===== src/rtl/gshare_branch_predictor.sv =====
// gshare_branch_predictor
//
// Gshare direction predictor with a direct-mapped branch target buffer,
// a non-speculative global history register and commit/mispredict counters.
//
// Ports
//   clk_i               clock, all state changes on the rising edge
//   reset_i             synchronous active-high reset
//   pc_fi_i             fetch PC (lookup is combinational)
//   pred_taken_fi_o     predicted taken (BTB hit AND PHT counter MSB)
//   pred_target_fi_o    predicted target, 0 on BTB miss
//   btb_hit_fi_o        BTB valid and tag match for pc_fi_i
//   pred_index_fi_o     PHT index used at fetch, returned later at update
//   update_valid_ex_i   resolved branch/jump present in EX
//   stall_ex_i          blocks the update while high
//   flush_ex_i          blocks the update while high
//   pc_ex_i             PC of the resolved instruction
//   update_index_ex_i   piped pred_index_fi_o
//   taken_ex_i          actual outcome
//   target_ex_i         actual target
//   pred_taken_ex_i     piped prediction
//   pred_target_ex_i    piped predicted target
//   mispredict_ex_o     combinational misprediction flag (not stall/flush gated)
//   branch_count_o      number of committed updates
//   mispredict_count_o  number of committed mispredictions

module gshare_branch_predictor #(
    parameter int PHT_ENTRIES = 256,
    parameter int GHR_WIDTH   = 8,
    parameter int BTB_ENTRIES = 64,
    localparam int IDX        = $clog2(PHT_ENTRIES),
    localparam int BIDX       = $clog2(BTB_ENTRIES)
) (
    input  logic            clk_i,
    input  logic            reset_i,
    input  logic [31:0]     pc_fi_i,
    output logic            pred_taken_fi_o,
    output logic [31:0]     pred_target_fi_o,
    output logic            btb_hit_fi_o,
    output logic [IDX-1:0]  pred_index_fi_o,
    input  logic            update_valid_ex_i,
    input  logic            stall_ex_i,
    input  logic            flush_ex_i,
    input  logic [31:0]     pc_ex_i,
    input  logic [IDX-1:0]  update_index_ex_i,
    input  logic            taken_ex_i,
    input  logic [31:0]     target_ex_i,
    input  logic            pred_taken_ex_i,
    input  logic [31:0]     pred_target_ex_i,
    output logic            mispredict_ex_o,
    output logic [31:0]     branch_count_o,
    output logic [31:0]     mispredict_count_o
);

    localparam int TAG_W = 32 - (BIDX + 2);

    // Two-bit saturating counter step.
    function automatic logic [1:0] sat_step(input logic [1:0] ctr, input logic taken);
        logic [1:0] nxt;
        if (taken) begin
            if (ctr == 2'b11) begin
                nxt = 2'b11;
            end else begin
                nxt = ctr + 2'd1;
            end
        end else begin
            if (ctr == 2'b00) begin
                nxt = 2'b00;
            end else begin
                nxt = ctr - 2'd1;
            end
        end
        return nxt;
    endfunction

    // State
    logic [1:0]             pht_q [PHT_ENTRIES];
    logic [GHR_WIDTH-1:0]   ghr_q, ghr_d;
    logic [BTB_ENTRIES-1:0] btb_valid_q;
    logic [TAG_W-1:0]       btb_tag_q [BTB_ENTRIES];
    logic [31:0]            btb_target_q [BTB_ENTRIES];
    logic [31:0]            branch_count_q, branch_count_d;
    logic [31:0]            mispredict_count_q, mispredict_count_d;

    // Lookup / update helper signals
    logic [IDX-1:0]         ghr_ext_s;
    logic [IDX-1:0]         fetch_index_s;
    logic [BIDX-1:0]        fetch_set_s;
    logic [TAG_W-1:0]       fetch_tag_s;
    logic                   fetch_hit_s;
    logic [BIDX-1:0]        update_set_s;
    logic [TAG_W-1:0]       update_tag_s;
    logic                   commit_s;
    logic                   mispredict_s;
    logic [1:0]             pht_next_s;
    logic [GHR_WIDTH:0]     ghr_shift_s;
    logic                   unused_s;

    // The low two PC bits never address anything (instructions are word aligned).
    assign unused_s = ^{pc_fi_i[1:0], pc_ex_i[1:0]};

    assign fetch_set_s  = pc_fi_i[BIDX+1:2];
    assign fetch_tag_s  = pc_fi_i[31:BIDX+2];
    assign update_set_s = pc_ex_i[BIDX+1:2];
    assign update_tag_s = pc_ex_i[31:BIDX+2];

    // Fetch-side lookup: gshare index, BTB tag compare, prediction.
    always_comb begin
        ghr_ext_s                  = '0;
        ghr_ext_s[GHR_WIDTH-1:0]   = ghr_q;
        fetch_index_s              = pc_fi_i[IDX+1:2] ^ ghr_ext_s;
        fetch_hit_s                = btb_valid_q[fetch_set_s] && (btb_tag_q[fetch_set_s] == fetch_tag_s);
        if (fetch_hit_s) begin
            pred_target_fi_o = btb_target_q[fetch_set_s];
            pred_taken_fi_o  = pht_q[fetch_index_s][1];
        end else begin
            pred_target_fi_o = 32'd0;
            pred_taken_fi_o  = 1'b0;
        end
    end

    assign btb_hit_fi_o    = fetch_hit_s;
    assign pred_index_fi_o = fetch_index_s;

    // Execute-side resolution: mispredict flag is ungated, commit is gated.
    always_comb begin
        mispredict_s = update_valid_ex_i &&
                       ((taken_ex_i != pred_taken_ex_i) ||
                        (taken_ex_i && (target_ex_i != pred_target_ex_i)));
        commit_s     = update_valid_ex_i && !stall_ex_i && !flush_ex_i;
        pht_next_s   = sat_step(pht_q[update_index_ex_i], taken_ex_i);
        // Shifting through a (GHR_WIDTH+1)-bit vector covers GHR_WIDTH = 1 too.
        ghr_shift_s  = {ghr_q, taken_ex_i};
    end

    assign mispredict_ex_o = mispredict_s;

    // Next-state for history and counters.
    always_comb begin
        ghr_d              = ghr_q;
        branch_count_d     = branch_count_q;
        mispredict_count_d = mispredict_count_q;
        if (commit_s) begin
            ghr_d          = ghr_shift_s[GHR_WIDTH-1:0];
            branch_count_d = branch_count_q + 32'd1;
            if (mispredict_s) begin
                mispredict_count_d = mispredict_count_q + 32'd1;
            end else begin
                mispredict_count_d = mispredict_count_q;
            end
        end else begin
            ghr_d          = ghr_q;
            branch_count_d = branch_count_q;
        end
    end

    // State update; reset wins over a same-cycle commit.
    always_ff @(posedge clk_i) begin
        if (reset_i) begin
            ghr_q              <= '0;
            branch_count_q     <= 32'd0;
            mispredict_count_q <= 32'd0;
            btb_valid_q        <= '0;
            for (int i = 0; i < PHT_ENTRIES; i++) begin
                pht_q[i] <= 2'b01;
            end
        end else begin
            ghr_q              <= ghr_d;
            branch_count_q     <= branch_count_d;
            mispredict_count_q <= mispredict_count_d;
            if (commit_s) begin
                pht_q[update_index_ex_i] <= pht_next_s;
            end
            // Only taken outcomes allocate; aliasing entries are overwritten.
            if (commit_s && taken_ex_i) begin
                btb_valid_q[update_set_s]  <= 1'b1;
                btb_tag_q[update_set_s]    <= update_tag_s;
                btb_target_q[update_set_s] <= target_ex_i;
            end
        end
    end

    assign branch_count_o     = branch_count_q;
    assign mispredict_count_o = mispredict_count_q;

endmodule


===== config.mk =====
export PLATFORM = sky130hd
export DESIGN_NAME = gshare_branch_predictor
export DESIGN_NICKNAME = d
export VERILOG_FILES = /design/src/rtl/gshare_branch_predictor.sv
export SDC_FILE = /design/constraint.sdc
export NUM_CORES = 2
export LEC_CHECK = 0
export CAP_MARGIN = 20
export CELL_PAD_IN_SITES_DETAIL_PLACEMENT = 0
export CELL_PAD_IN_SITES_GLOBAL_PLACEMENT = 1
export CORE_MARGIN = 8
export CORE_UTILIZATION = 25
export CTS_CLUSTER_SIZE = 40
export DETAILED_ROUTE_END_ITERATION = 10
export MAX_ROUTING_LAYER = met4
export PLACE_DENSITY = 0.46
export SYNTH_ARGS = -nofsm -noshare
export SYNTH_HDL_FRONTEND = slang
export SYNTH_SLANG_ARGS = --single-unit
export TNS_END_PERCENT = 30

===== constraint.sdc =====
create_clock -name clk_i -period 11.95 [get_ports clk_i]
set_input_delay 2.39 -clock clk_i [delete_from_list [all_inputs] [get_ports clk_i]]
set_output_delay 2.39 -clock clk_i [all_outputs]
set_load 0.01 [all_outputs]

==> flow_metrics.py <==
metrics = {
    "floorplanning": {
        "start_util_pct": 25.1,
        "fp.dieH_um": 843,
        "die_area_um2": 710000,
        "coreArea_um2": 681000,
        "die_w_um": 843,
        "rows": 303,
        "ios": 250,
    },
    "setup_path": {
        "critical_path_class": "in2out",
        "crit_required_ns": 9.56,
        "cp-start-kind": "primary input",
        "crit_fanout": 24,
        "reg2reg_slack_ns": 6.77,
        "endpoint_kind": "output pin",
        "cp.arrival_ns": 8.26,
    },
    "global_route": {
        "grt_util_all_layers_pct": 17.1,
        "globalRoute.totalOverflow": 0,
        "grt_max_degree": 158,
        "antenna_found_initial": 48,
        "grt_pass1_wl_mm": 827,
        "first_global_vias": 93200,
    },
    "power": {
        "total_power_w": 0.0323,
        "p_per_area_nw_per_um2": 161,
        "leakage_nw": 61.3,
        "vdd_drop_max_mv": 0.147,
    },
    "cts": {
        "clk_pin_slew_ns": 0.06,
        "cts_buffers": 468,
        "cts_resized": 0,
        "h-tree-depth": 5,
        "cts_tree": "done",
        "root_buffer": "clkbuf_16",
        "clk_latency_ns": 0.99,
        "cts_setup_buffers": 0,
        "ctsHoldBuffers": 0,
        "cts_buffer_depth": 4,
        "clock_sinks": 4232,
    },
    "synth": {
        "synth_nets": 8753,
        "syn_area_um2": 171000,
        "synth_ff_type": "edfxtp_1",
        "avgSynthCellArea_um2": 19.9,
        "ys_top_cells_by_area": "edfxtp_1 (72%), mux4_2 (15%), mux2i_1 (1.7%), dfxtp_1 (1.6%), nand3_1 (1.1%)",
        "ys_ff_latch": 4232,
        "synth_cells": 8608,
        "yosys.area.top_type": "edfxtp_1",
        "synth.most_common_cell": "edfxtp_1",
        "async_flop_share_pct": 0,
        "synth_cell_types": 85,
        "synth_common_cells": "edfxtp_1 (4096), mux4_2 (1130), nand3_1 (371), clkbuf_1 (320), mux2i_1 (282)",
        "yosysTopAreaCellShare_pct": 72.0,
        "synth-edff-count": 4096,
        "ys_warn_count": 0,
        "synth-seq-area-share_pct": 73.6,
    },
    "timing": {
        "setup_viol": 0,
        "max_freq_ghz": 0.0939,
        "period_share_pct": 89.2,
        "slew_viol_final": 0,
        "finalHoldViolCount": 0,
        "rsz0062_at_grt": "false",
        "slew_headroom_pct": 18.2,
        "setup_tns_ns": 0,
        "min_period_ns": 10.65,
        "skew_ns": 0.0976,
        "worst_slew_pin_slew_ns": 1.20,
    },
    "drt": {
        "wl_mm": 613,
        "wl_per_cell_um": 33.2,
        "drtIter0Drc": 9646,
        "detail_route.first_pass.iterations": 5,
        "vias": 91400,
        "vias_per_cell": 4.94,
        "drc": 0,
        "ant_nets": 0,
    },
    "run": {
        "maxCapViolations": 0,
    },
    "run_status": {
        "outcome": "finished clean",
    },
    "placed_design": {
        "hpwl_mm": 340,
        "numPortBuffers": 245,
        "gp_congestion": 0.771,
    },
    "cells_and_area": {
        "syn_to_final_growth_pct": 17.3,
        "final_nets": 9199,
        "fill_cells": 66600,
        "drive_gt1_share_pct": 25.4,
    },
    "min_path": {
        "worstHoldPathType": "reg2reg",
    },
}
## sequential cells by signal, indices dropped and copies added, names as in the netlist
signal	cells
branch_count_o	32
btb_tag_q	1536
btb_target_q	2048
btb_valid_q	64
ghr_ext_s	8
mispredict_count_o	32
pht_q	512
## cell families (layout without fill, tap and decap cells)
logic type / count (synthesis) / after routing / share of synthesized area, %
buffers and inverters: 730 / 1568 / 2.16
AOI/OAI and AO/OA: 739 / 739 / 3.11
DFF: 4232 / 4232 / 73.6
other: 0 / 39 / 0
and+or+nand+nor: 1367 / 1367 / 3.95
muxes: 1435 / 1435 / 16.7
adders and majority gates: 4 / 4 / 0.0271
xor gates and xnor gates: 101 / 101 / 0.522
## path summary, 6_finish.rpt
| kind | start | end | cells after the start |
|---|---|---|---|
| setup / recovery | pc_fi_i[7] | pred_taken_fi_o | 11 |
| hold / removal | ghr_ext_s[7] | ghr_ext_s[7] | 2 |
| setup reg to reg | pht_q[151][0] | pht_q[52][1] | 9 |
| hold reg to reg | ghr_ext_s[7] | ghr_ext_s[7] | 2 |
## cell usage in the layout (no fill, tap or decap), types with 18 or more instances in the layout
cell type | Yosys | final
clkinv_1 | 1 | 110
clkbuf_16 | 0 | 470
diode_2 | 0 | 39
nor2b_1 | 52 | 47
a21o_1 | 180 | 180
o21ai_0 | 25 | 25
nand3_1 | 371 | 369
nor4_1 | 34 | 27
and3_1 | 37 | 37
buf_2 | 156 | 56
dfxtp_1 | 136 | 136
a22oi_1 | 155 | 155
clkbuf_1 | 320 | 98
a21oi_1 | 87 | 87
buf_4 | 69 | 308
inv_1 | 84 | 80
a221oi_1 | 23 | 23
mux4_2 | 1130 | 1130
nand2_1 | 261 | 252
xnor2_1 | 30 | 29
mux2_2 | 18 | 18
buf_12 | 3 | 61
edfxtp_1 | 4096 | 4096
bufinv_16 | 0 | 36
nor2_4 | 1 | 77
clkdlybuf4s50_1 | 0 | 179
xor2_1 | 70 | 69
nand2b_1 | 30 | 30
o22ai_1 | 95 | 95
nor2_1 | 207 | 126
nand4_1 | 27 | 27
clkinv_2 | 0 | 95
o21bai_1 | 64 | 64
nor3_1 | 259 | 247
mux2i_1 | 282 | 282
## where the power goes
part / switching [W] / internal, W
Sequential: 0.0000219 / 0.0163
Combinational: 0.00115 / 0.000641
Clock: 0.00619 / 0.00801
## layout make-up
| class | count | area (um^2) | share of cell area [%] |
|---|---|---|---|
| diodes | 39 | 97.6 | 0.0487 |
| inverters | 89 | 350 | 0.175 |
| clock inverters | 293 | 2770 | 1.38 |
| clock buffers | 569 | 12100 | 6.05 |
| well taps | 8997 | 11300 | 5.61 |
| multi-input cells | 3646 | 42300 | 21.1 |
| flip-flops and latches | 4232 | 126000 | 62.7 |
| repair buffers | 617 | 5860 | 2.92 |
## routing by layer
layer / vias to the layer above / wire (um) / global-route usage [%] / share of wire (%)
met5: - / 0 / - / 0
met4: 0 / 16100 / 4.02 / 2.6
met3: 830 / 32700 / 2.36 / 5.3
met2: 3000 / 305000 / 28.7 / 50
met1: 50800 / 259000 / 22.0 / 42
li1: 36700 / - / - / -
## worst max-delay path, cell delays in order
cell and delay (ns):
buf_4 0.50, nand3b_1 0.86, a2111oi_2 0.87, nor4_1 0.15
and3_1 0.22, or4_1 0.67, nor4_2 0.58, nand4_4 0.41
buf_12 0.32, a311oi_2 0.48, clkdlybuf4s50_1 0.66
## metrics by stage
step | hold slack, ns | setup WS, ns | util [%] | area [um^2] | cells
2_1_floorplan | 0.448 | 4.15 | - | 171000 | 8608
3_3_place_gp | 0.457 | 1.22 | 27.2 | 185000 | 17600
3_5_place_dp | 0.461 | 1.24 | 27.2 | 185000 | 17600
4_1_cts | 0.472 | 1.24 | 29.4 | 200000 | 18400
5_1_grt | 0.489 | 1.01 | 29.4 | 201000 | 18500
6_report | 0.470 | 1.30 | 29.5 | 201000 | 18500
No activity file was read; power rests on OpenSTA's default activity.
